`src/rtl/imem_loader.sv`:
```
// imem_loader: packs a big-endian byte stream into 32-bit words and writes them to instruction memory from address 0.
// Holds the pipeline in reset until the halt word is stored; stops with overflow if memory fills first.
module imem_loader #(
  parameter int          ADDR_W    = 8,
  parameter logic [31:0] HALT_WORD = 32'hFFFFFFFF
) (
  input  logic              clk,
  input  logic              inicio,
  input  logic [7:0]        rx_data,
  input  logic              rx_valid,
  output logic              rx_ready,
  output logic              mem_we,
  output logic [ADDR_W-1:0] mem_addr,
  output logic [31:0]       mem_wdata,
  output logic              pipe_hold,
  output logic              done,
  output logic              overflow,
  output logic [ADDR_W:0]   word_count
);
  typedef enum logic [1:0] {COLLECT, WRITE, DONE, ERROR} state_t;
  state_t      r_state;
  logic [1:0]  r_byte_cnt;
  logic [23:0] r_shift;
  assign rx_ready = inicio && r_state == COLLECT;
  always_ff @(posedge clk) begin
    if (!inicio) begin
      r_state    <= COLLECT;
      r_byte_cnt <= '0;
      r_shift    <= '0;
      mem_we     <= 1'b0;
      mem_addr   <= '0;
      mem_wdata  <= '0;
      word_count <= '0;
      done       <= 1'b0;
      overflow   <= 1'b0;
      pipe_hold  <= 1'b1;
    end else begin
      unique case (r_state)
        COLLECT: if (rx_valid) begin
          r_shift    <= {r_shift[15:0], rx_data};
          r_byte_cnt <= r_byte_cnt + 2'd1;
          if (r_byte_cnt == 2'd3) begin
            mem_wdata <= {r_shift, rx_data};
            mem_we    <= 1'b1;
            r_state   <= WRITE;
          end
        end
        WRITE: begin
          mem_we     <= 1'b0;
          word_count <= word_count + 1'b1;
          if (mem_wdata == HALT_WORD) begin
            r_state   <= DONE;
            done      <= 1'b1;
            pipe_hold <= 1'b0;
          end else if (mem_addr == '1) begin
            r_state  <= ERROR;
            overflow <= 1'b1;
          end else begin
            mem_addr <= mem_addr + 1'b1;
            r_state  <= COLLECT;
          end
        end
        default: ;
      endcase
    end
  end
endmodule

```
`config.mk`:
```
export PLATFORM = sky130hd
export DESIGN_NAME = imem_loader
export DESIGN_NICKNAME = d
export VERILOG_FILES = /design/src/rtl/imem_loader.sv
export SDC_FILE = /design/constraint.sdc
export NUM_CORES = 1
export LEC_CHECK = 0
export BUFFER_PORTS_ARGS = -buffer_cell sky130_fd_sc_hd__clkbuf_2
export CORE_MARGIN = 2
export CORE_UTILIZATION = 45
export CTS_CLUSTER_DIAMETER = 80
export CTS_CLUSTER_SIZE = 28
export DETAILED_ROUTE_END_ITERATION = 12
export PLACE_DENSITY = 0.68
export SLEW_MARGIN = 20
export SYNTH_ARGS = -nofsm -noshare
export SYNTH_HDL_FRONTEND = slang
export SYNTH_SLANG_ARGS = --single-unit
```
`constraint.sdc`:
```
create_clock -name clk -period 3.58 [get_ports clk]
set_input_delay 1.074 -clock clk [delete_from_list [all_inputs] [get_ports clk]]
set_output_delay 1.074 -clock clk [all_outputs]
set_load 0.01 [all_outputs]
```
==> impl_results.md <==
- Fillers: 681
- P&R area growth vs syn: 18.4%
- Cts-stage hold buffer count: 0
- Antenna-violating nets left: 0
- Iter 0 DRT Violations: 127
- Family with the most delay on the worst path: buffers and inverters
- Adder-cell area share of the yosys netlist: 0.0121
- All-Layer GR Usage: 0.191
- Root buffer cell: clkbuf_8
- Area leader, netlist: dfxtp_1
- # rows: 30
- Register area: 0.00162 mm2
- Ys flop type: dfxtp_1
- Critical path's slowest cell: clkbuf_2
- Final Max Slew Viols: 0
- Fraction of layout cells with a size suffix above 1: 0.204
- Crit path capture: rx_ready
- Worst-margin pin slew: 984 ps
- I/O pin total: 65
- Seq/Total Area, Yosys: 0.521
- Clock Pin Slew Worst Setup and Hold Paths: 80 ps
- Buf/Inv on CP: 3
- Clock Tree Buf Depth: 2
- DP Worst Slack: 796 ps
- Setup crit end kind: output port
- Mux cell area share after synthesis: 0.0161
- Final core utilization: 0.545
- Required @ worst endpoint: 2510 ps
- Port buffer count: 64
- Largest family of logic cells by synthesized area: simple AND/OR/NAND/NOR gates
- RR Endpoint: mem_addr[0]
- Layout Nets: 455
- Setup Buffers After CTS: 0
- CP startpoint: inicio
- Post-synthesis xor/xnor area fraction: 0.0197
- Drc violations: 0
- Via count: 2771
- CTS resizes: 0
- Yosys Warn Count: 0
- FF-to-FF Start: mem_wdata[16]
- Maximum vdd drop: 0.231 mV
- Synthesized flop and latch total: 81
- Sink Count: 81
- Die W: 87.1 um
- Core Region: 0.00676 mm2
- Min-Delay Path Class: flip-flop to flip-flop
- Initial antenna violation count: 0
- Final period util: 0.782
- Pleak: 1.41 nW
- Worst Clk Skew: 7.66 ps
- Slew margin rel.: 0.344
- Setup ws final: 781 ps
- EDFF count, synth: 0
- Synth Area in Simple Gates: 0.273
- Total grt overflow: 0
- CP Depth: 4
- DR WL/cell: 13.3 um
- Critical-path maximum fanout: 13
- Fin crit period: 2800 ps
- Later-pin clock latency in the skew report: 350 ps
- PD cells: 473 mW/mm2
- First-pass GRT wire length: 11500 um
- # setup viols final: 0
- Multi-input combinational cell area: 0.00139 mm2
- Status: finished clean
- Reg2reg setup slack: 1730 ps
- Post-synth net total: 400
- DRT Pass-1 Iters: 4
- CP Launch Type: input pin
- WP data arrival: 1730 ps
- Starting density of the core: 0.460
- R2R depth: 5
- DP Area: 0.00345 mm2
- Die height: 87.1 um
- Post-route cell area: 0.00368 mm2
- Routed wire length: 6960 um
- Worst-path cell chain: clkbuf_2, inv_2, nor3_1, clkbuf_2
- Fmax: 357 MHz
- DR vias/cell: 5.28
- Synth top area share: 0.521
- Critical Path Max Stage Delay: 230 ps
- Syn_area_per_cell: 8.06 um2
- Netlist Area Pre-Place: 0.00311 mm2
- Top cell by count, worst path: clkbuf_2
- Die area: 0.00759 mm2
- Max-cap violation count: 0
- Largest cells by area after synthesis: dfxtp_1, nand2_1, a21oi_1
- Compound-Gate Fraction of Synth Area: 0.123
- Post-synth cell types: 35
- Cells after Synth: 386
- Final HPWL DP: 4520 um
- RSZ-0062 raised after global routing: false
- Antenna diodes: 0
- Post-synth ARST share: 0
- Pin count of the biggest net entering global routing: 75
- Sum Neg Setup Slack: 0 ps
- Routability cong.: 0.855
- Overall power: 1.74 mW
- CTS buffer count: 9
- CTS tree: done
- Number of hold violations in the final report: 0
- Critical path class: input pin to output port
- Vias in the first global route: 2470
- H-tree Lvls: 3
## Yosys cell counts, types with 2 or more instances
library cell,number
nand2_1,135
dfxtp_1,81
a21oi_1,65
clkbuf_1,16
nor2_1,13
nand4_1,11
nor3_1,7
mux2i_1,5
nand2b_1,5
xor2_1,5
buf_2,4
nand3_1,4
o21ai_0,4
ha_1,3
and3_1,2
nor3_2,2
o21a_1,2
or3_1,2
or3_2,2
or4_4,2
xnor2_1,2
## state kept, by name, indices dropped and copies added, names as in the netlist
signal and flops:
r_shift 24, word_count 9, mem_we 1, pipe_hold 1
mem_addr 8, r_state 2, r_byte_cnt 2, overflow 1
mem_wdata 32, done 1
## placed cells by master (no fill, tap or decap), drive strengths merged
cell type	instances
or4	2
nand4	11
bufinv	2
o21a	2
nand2b	5
nor4	1
o21ai	4
nor3	9
and3	2
dfxtp	81
inv	1
buf	3
and4	1
nand2	135
nand3	4
and2	1
a31oi	1
o31a	1
nor3b	1
clkbuf	77
nor2	14
a21o	1
xnor2	2
ha	3
and2b	1
nand3b	1
xor2	5
a21oi	65
mux2i	5
or3	4
## worst reg2reg max path, stage by stage, from the launching register on
cell and delay (ps):
dfxtp_1 380, nand4_1 150, or4_4 570, nor2_4 320
nor3_1 170, mux2i_1 150
## final cells by class
| cell class | instances | share of cell area |
|---|---|---|
| Timing Repair Buffer | 67 | 0.0931 |
| Sequential cell | 81 | 0.440 |
| Multi-Input combinational cell | 281 | 0.376 |
| Inverter | 1 | 0.00102 |
| Clock inverter | 2 | 0.0163 |
| Tap cell | 80 | 0.0272 |
| Clock buffer | 13 | 0.0459 |
## per-layer routing
layer,wire length (um),part of all wire,global-route usage,vias up
met1,3330,0.48,0.262,1297
met2,3230,0.46,0.294,68
li1,-,-,-,1396
met4,123,0.018,0.0867,0
met5,0,0,0,-
met3,280,0.040,0.0332,10
## power breakdown
group          total, mW  switching (mW)  internal, mW
Clock              0.757           0.310         0.447
Combinational     0.0621          0.0438        0.0183
Sequential         0.924          0.0105         0.913
Total               1.74           0.365          1.38
## through the flow
| stage | hold WS (ps) | cells |
|---|---|---|
| 2_1_floorplan | 432 | 386 |
| 3_5_place_dp | 439 | 510 |
| 6_report | 455 | 525 |
| 4_1_cts | 458 | 525 |
| 3_3_place_gp | 434 | 510 |
| 5_1_grt | 477 | 525 |
## cell families (layout without fill, tap and decap cells)
group,Yosys count,count (layout)
compound gates,74,74
simple gates,192,192
xor+xnor,7,7
fa+ha+maj,3,3
buf+inv,24,83
mux,5,5
flops,81,81
## how the worst min path moves through the flow
stage	cells past startpoint	to	slack, ps	startpoint
6_report	2	mem_wdata[29]	450	r_shift[21]
5_1_grt	2	r_shift[23]	480	r_shift[23]
4_1_cts	1	pipe_hold	460	pipe_hold
3_5_place_dp	1	pipe_hold	440	pipe_hold
3_3_place_gp	1	pipe_hold	430	pipe_hold
2_1_floorplan	2	mem_wdata[24]	430	r_shift[16]
(Power assumes the default switching activity.)
